<file path="config.mk">
export PLATFORM = sky130hd
export DESIGN_NAME = uart_tx
export DESIGN_NICKNAME = d
export VERILOG_FILES = /design/src/rtl/uart_tx.sv
export SDC_FILE = /design/constraint.sdc
export NUM_CORES = 1
export LEC_CHECK = 0
export ABC_AREA = 1
export CAP_MARGIN = 20
export CELL_PAD_IN_SITES_DETAIL_PLACEMENT = 2
export CELL_PAD_IN_SITES_GLOBAL_PLACEMENT = 2
export CORE_MARGIN = 3
export CORE_UTILIZATION = 34
export CTS_BUF_LIST = sky130_fd_sc_hd__clkbuf_2
export CTS_CLUSTER_DIAMETER = 40
export DETAILED_ROUTE_END_ITERATION = 16
export GPL_TIMING_DRIVEN = 0
export PLACE_DENSITY_LB_ADDON = 0.05
export SYNTH_ARGS = -nofsm -noshare
export SYNTH_HDL_FRONTEND = slang
export SYNTH_SLANG_ARGS = --single-unit
</file>
<file path="constraint.sdc">
create_clock -name clk -period 1.7 [get_ports clk]
set_input_delay 0.34 -clock clk [delete_from_list [all_inputs] [get_ports clk]]
set_output_delay 0.34 -clock clk [all_outputs]
set_load 0.1 [all_outputs]
</file>
<file path="src/rtl/uart_tx.sv">
// UART transmitter: pulls WIDTH-bit words from a FIFO and sends 8N1-style
// frames (start, WIDTH data bits LSB first, stop) with a registered tx line.
module uart_tx #(
    parameter int WIDTH        = 8,
    parameter int CLKS_PER_BIT = 868
) (
    input  logic             clk,
    input  logic             reset_n,
    input  logic             fifo_empty,
    input  logic [WIDTH-1:0] fifo_dout,
    output logic             fifo_rd_en,
    output logic             tx,
    output logic             busy,
    output logic             tx_done
);

    localparam int CW = $clog2(CLKS_PER_BIT);
    localparam int BW = $clog2(WIDTH) + 1;
    localparam logic [CW-1:0] BAUD_MAX = CW'(CLKS_PER_BIT - 1);
    localparam logic [BW-1:0] BIT_MAX  = BW'(WIDTH - 1);

    typedef enum logic [2:0] {
        IDLE,
        FETCH,
        LOAD,
        START,
        DATA,
        STOP
    } state_e;

    state_e           state_q, state_d;
    logic [CW-1:0]    baud_q, baud_d;
    logic [BW-1:0]    bit_q, bit_d;
    logic [WIDTH-1:0] shift_q, shift_d;
    logic             tx_q, tx_d;
    logic             rd_en_q, rd_en_d;
    logic             done_q, done_d;

    always_ff @(posedge clk or negedge reset_n) begin
        if (!reset_n) begin
            state_q <= IDLE;
            baud_q  <= '0;
            bit_q   <= '0;
            shift_q <= '0;
            tx_q    <= 1'b1;
            rd_en_q <= 1'b0;
            done_q  <= 1'b0;
        end else begin
            state_q <= state_d;
            baud_q  <= baud_d;
            bit_q   <= bit_d;
            shift_q <= shift_d;
            tx_q    <= tx_d;
            rd_en_q <= rd_en_d;
            done_q  <= done_d;
        end
    end

    always_comb begin
        state_d = state_q;
        baud_d  = baud_q;
        bit_d   = bit_q;
        shift_d = shift_q;
        unique case (state_q)
            IDLE: begin
                if (!fifo_empty) state_d = FETCH;
            end
            FETCH: begin
                state_d = LOAD;
            end
            LOAD: begin
                shift_d = fifo_dout;
                bit_d   = '0;
                baud_d  = '0;
                state_d = START;
            end
            START: begin
                if (baud_q == BAUD_MAX) begin
                    baud_d  = '0;
                    state_d = DATA;
                end else begin
                    baud_d = baud_q + CW'(1);
                end
            end
            DATA: begin
                if (baud_q == BAUD_MAX) begin
                    baud_d  = '0;
                    shift_d = shift_q >> 1;
                    if (bit_q == BIT_MAX) begin
                        bit_d   = '0;
                        state_d = STOP;
                    end else begin
                        bit_d = bit_q + BW'(1);
                    end
                end else begin
                    baud_d = baud_q + CW'(1);
                end
            end
            STOP: begin
                if (baud_q == BAUD_MAX) begin
                    baud_d  = '0;
                    state_d = IDLE;
                end else begin
                    baud_d = baud_q + CW'(1);
                end
            end
            default: begin
                state_d = IDLE;
            end
        endcase
    end

    // Outputs are registered from the next state so they align with it.
    always_comb begin
        tx_d = 1'b1;
        unique case (state_d)
            START:   tx_d = 1'b0;
            DATA:    tx_d = shift_d[0];
            default: tx_d = 1'b1;
        endcase
        rd_en_d = (state_d == FETCH);
        done_d  = (state_d == STOP) && (baud_d == BAUD_MAX);
    end

    assign tx         = tx_q;
    assign fifo_rd_en = rd_en_q;
    assign tx_done    = done_q;
    assign busy       = (state_q != IDLE);

endmodule

</file>
Word-level counts from Yosys, hierarchy flattened
Cells that the tools add are included.

Register bits: 28. Output and inout port bits: 4.

$add $sub $neg: 2. Equal/unequal tests: 13. Multiplexer cells: 14. Reduce and logical (&&, ||, !) cells: 6.

Operators by type and width (count): 10-bit == test, second input constant (2); 10-bit case mux with 2 select lines (1); 3-bit case mux with 6 select lines (1); 8-bit case mux with 2 select lines (1); 3-bit 2-to-1 mux (5); 3-bit == test, second input constant (4); 10-bit by 1-bit adder with 10-bit output, second input constant (1); 10-bit 2-to-1 mux (1); 3-bit by 2-bit == test with 1-bit output, second input constant (3); 4-bit 2-to-1 mux (2); 8-bit 2-to-1 mux (1); 4-bit case mux with 2 select lines (1); 3-bit by 1-bit == test with 1-bit output, second input constant (2); 4-bit by 1-bit adder with 4-bit output, second input constant (1); 4-bit by 3-bit == test with 1-bit output, second input constant (1); 3-bit logical NOT (1); 3-bit nonzero test (1); 3-bit OR reduction (1); 2-bit inequality test, second input constant (1); 1-bit case mux with 2 select lines (1); 2-bit AND reduction (1); 2-bit nonzero test (1); 1-bit logical AND (1).

Longest topological paths before layout
Depth after elaboration: 6. Mapped depth: 11.

Worst setup path after synthesis
OpenSTA, ideal clock, no wires.

Path kind: register to register. Start point: reg state_q[1]. End point: reg done_q, in the netlist tx_done. Arrival time: 2038 ps. Required time: 1629 ps. Slack: -409 ps. Cell stages (with the launch flop): 9. Clock period less this slack: 2109 ps. Path through: dfrtp_1 > nor2_2 > nand2_1 > or2_2 > nand3_1 > nor2_1 > nor2_1 > nand3_1 > nor2_1.

Word-level cells in the longest chain between the ends: 5. Elaborated cells on any way between the ends: 17. Those cells by class: eq/ne (7); mux (7); reduce/logical (3).

RTL lines: start: declaration (line 31) `state_e state_q, state_d;`; start signal: assignment (line 49) `state_q <= state_d;`; 3-bit == test (tied with other cells) (line 64) `unique case (state_q)`; 3-bit OR reduction (no line) or 3-bit 2-to-1 mux (tied branches); 10-bit case mux with 2 select lines or 3-bit case mux with 6 select lines (tied branches) (line 64); 10-bit == test or 3-bit == test (tied branches) (line 122) `done_d = (state_d == STOP) && (baud_d == BAUD_MAX);`; 1-bit logical AND (*) (line 122); named net done_d (line 37) `logic done_q, done_d;`; end signal: assignment (line 55) `done_q <= done_d;`; end: declaration (line 37).

Mark *: on every way through the listed nets, which the timed path passes. The rest lies on a longest branch. A chain may end at the register's enable or synchronous reset.

Worst setup path in the final report
Start point: reg baud_q[1]. End point: reg tx_q, in the netlist tx.

Word-level cells in the longest chain between the ends: 5. Elaborated cells on any way between the ends: 10. Those cells by class: eq/ne (3); mux (7).

RTL lines: start: declaration (line 32) `logic [CW-1:0] baud_q, baud_d;`; start signal: assignment (line 50) `baud_q <= baud_d;`; 10-bit == test (*) (line 78, 86, 100); 3-bit 2-to-1 mux (on tied branches) (line 100, 78, 86); 3-bit case mux with 6 select lines (line 64); 3-bit == test or 3-bit by 2-bit == test with 1-bit output (tied branches) (line 116) `unique case (state_d)`; 1-bit case mux with 2 select lines (*) (line 116); named net tx_d (line 35) `logic tx_q, tx_d;`; end signal: assignment (line 53) `tx_q <= tx_d;`; end: declaration (line 35).

Mark *: on every way through the listed nets, which the timed path passes. The rest lies on a longest branch. The select of a mux whose other input is x is not followed.

==> out/results.txt <==
GPL Wtd Cong: 0.844
worst-margin pin slew: 0.609 ns
Post-synth EDFFs: 0
r2r endpoint: tx
reg2reg setup slack: -0.07 ns
most frequent cells after synthesis: nand2_1 (62), inv_1 (37), dfrtp_1 (27)
worst slack, placed: -0.446 ns
Sw Ratio: 21.9%
HP Class: in -> async
RSZ-0062 raised after global routing: yes
Post-DP HPWL: 3710 um
largest cells by area after synthesis: dfrtp_1 (43%), nand2_1 (15%), inv_1 (8.8%), nand3_1 (7.9%), nor2_1 (4.3%)
CP Capture Type: flop
prevailing post-synth register cell: dfrtp_1
CP Max Fanout: 7
most common cell in the netlist: nand2_1
Synth top area share: 42.9%
status: finished with violations
Max VDD drop: 0.303 mV
Req. time, crit path: 2.05 ns
layout cell share with drive strength beyond 1: 28.6%
LEAKAGE: 1.10 nW
Reg clk slew, reported paths: 0.30 ns
sw power: 0.000256 W
Pwr Density: 532 mW/mm2
diodes inserted: 0
final hold slack: 0.270 ns
Period Utilization, post-route: 104%
synthesized instance count: 214
core area: 0.00441 mm2
drt pass-1 iters: 4
FF-to-FF Start: baud_q[1]
ys async rst share: 100%
CTS H-tree lvls: 1
Residual DRC: 0
Routed WL: 5820 um
critical path type: reg -> reg
top cell type by total area after synthesis: dfrtp_1
number of hold violations in the final report: 0
total grt overflow: 0
post-synthesis area per instance: 7.36 um2
Critical-path top delay cell: dfrtp_1
Final ANT Viol Nets: 0
crit path DAT: 2.12 ns
Final Skew: 0.00700 ns
synthesized area: 0.00157 mm2
global-route wire length before repair: 8690 um
Mapped Nets: 227
fmax: 565 MHz
Slew Limit Headroom: 59.3%
endpoints failing setup: 4
via count: 1,583
distinct cell type count after synthesis: 27
peak per-stage delay on the critical path: 0.47 ns
Flop pwr share: 58.4%
Power Total: 0.00117 W
Initial Util: 35.7%
Pint: 0.000913 W
Cell Rows: 24
gr usage total: 20.8%
Vert. Die Dim: 74.0 um
synthesis-stage register bit count: 28
vias in the first global route: 1,703
DR vias/cell: 5.21
CTS buffer count: 3
Max-cap violations: 0
Crit. Startpoint: baud_q[1]
crit start category: flop
failing checks: setup timing
DR iter-0 viols: 100
Area Overhead vs Synth: 39.4%
Logic pwr share: 5.2%
nets: 266
layout filler cell count: 499
CP Cell Sequence: ha_4 -> nand2_2 -> nor2_4 -> nand3_4 -> buf_6 -> a21oi_1 -> o21ai_1 -> nand3_1 -> nand2_1 -> o21ai_1
R2R depth: 10
Top cell by count, worst path: o21ai_1
clock share of power: 36.4%
initial antenna violation count: 0
Bufs on Longest Clock Path: 2
CTS Root Cell: clkbuf_2
total clock sinks: 28
final worst slack: -0.0700 ns
worst setup path endpoint: tx
largest net degree at the start of global routing: 21
Ys Warns: 0
sequential-to-total area share from yosys stat: 44.6%
die width: 74.0 um
io pins: 15
Max Slew Vio Count: 0
IO buf count: 14
Clk Latency, worst-skew pair: 0.39 ns
post-route minimum period: 1.77 ns
Wirelength per Cell: 19.1 um
CTS tree: built
DIE AREA: 0.00548 mm2
cells in the final DEF (no fill, tap or decap), drive strengths merged:
| cell type | netlist | final |
|---|---|---|
| a21boi | 1 | 1 |
| a21oi | 6 | 6 |
| buf | 2 | 26 |
| bufinv | 0 | 1 |
| clkbuf | 0 | 3 |
| clkdlybuf4s50 | 0 | 10 |
| dfrtp | 27 | 27 |
| dfstp | 1 | 1 |
| ha | 2 | 2 |
| inv | 38 | 38 |
| nand2 | 66 | 66 |
| nand3 | 26 | 26 |
| nand4 | 4 | 4 |
| nor2 | 19 | 19 |
| nor3 | 3 | 3 |
| o211ai | 2 | 2 |
| o21a | 1 | 1 |
| o21ai | 6 | 6 |
| o21bai | 2 | 2 |
| o221ai | 5 | 5 |
| or2 | 1 | 1 |
| xnor2 | 1 | 1 |
| xor2 | 1 | 1 |
state kept, by name (all words and copies together) (netlist names):
register    flops
baud_q         10
shift_q         8
bit_q           4
state_q         3
fifo_rd_en      1
tx              1
tx_done         1
layout make-up:
type	count	area (um2)	area share, %
plain buffers	2	18.8	0.855
flip-flops and latches	28	706	32.2
well taps	52	65.1	2.96
clock buffers	3	15.0	0.684
multi-input cells	146	880	40.1
repair buffers	34	335	15.3
clock inverters	1	30.0	1.37
inverters	38	145	6.61
cell families after synthesis:
family	Yosys count	synth area share (%)
simple gates	119	32.9
buf+inv	40	9.86
flops	28	44.6
compound gates	23	9.46
xor+xnor	2	1.59
fa+ha+maj	2	1.59
worst max-delay path, delay by kind of cell, from the launching register on:
family                     cells  cell delay (ns)
AOI/OAI and AO/OA              3             0.31
adders and majority gates      1             0.19
buffers and inverters          1             0.18
DFF                            1             0.47
and+or+nand+nor                5             0.58
repair_timing:
action,CTS,global route
hold buffers,0,0
gates resized for setup,45,33
hold endpoints to repair,0,0
pin swaps,2,12
endpoints found under the setup margin,18,14
buffers inserted,9,10
per-layer routing:
metal  share of wire [%]  global-route usage (%)  up-vias
met1                  45                    28.6      796
li1                    -                       -      760
met5                   0                       0        -
met3                 2.7                    1.76        4
met4                0.79                    5.84        0
met2                  51                    35.1       23
per-stage QoR:
stage	area, um2	utilization, %	cells	TNS [ns]
after floorplan	1580	-	214	0
after global placement	1790	40.5	280	-7.22
after detailed placement	1810	41.1	281	-2.62
after CTS	2010	45.5	294	-0.00682
after global routing	2190	49.7	304	-0.758
final	2190	49.7	304	-0.156
how the worst min path moves through the flow:
stage / from / cells after the start / endpoint
4_1_cts: reset_n / 1 / fifo_rd_en
5_1_grt: reset_n / 1 / fifo_rd_en
2_1_floorplan: reset_n / 0 / baud_q[0]
3_5_place_dp: shift_q[7] / 2 / shift_q[7]
3_3_place_gp: shift_q[7] / 2 / shift_q[7]
6_report: reset_n / 1 / state_q[2]
power by group through the flow:
| stage | clock [W] | sequential, W | combinational (W) |
|---|---|---|---|
| 6_report | 0.000426 | 0.000682 | 0.0000606 |
| 3_5_place_dp | 0 | 0.000692 | 0.0000617 |
| 5_1_grt | 0.000457 | 0.000683 | 0.0000675 |
| 2_1_floorplan | 0 | 0.000691 | 0.0000123 |
| 4_1_cts | 0.000441 | 0.000682 | 0.0000618 |
| 3_3_place_gp | 0 | 0.000691 | 0.0000498 |
Power figures use the tool's default switching activity.
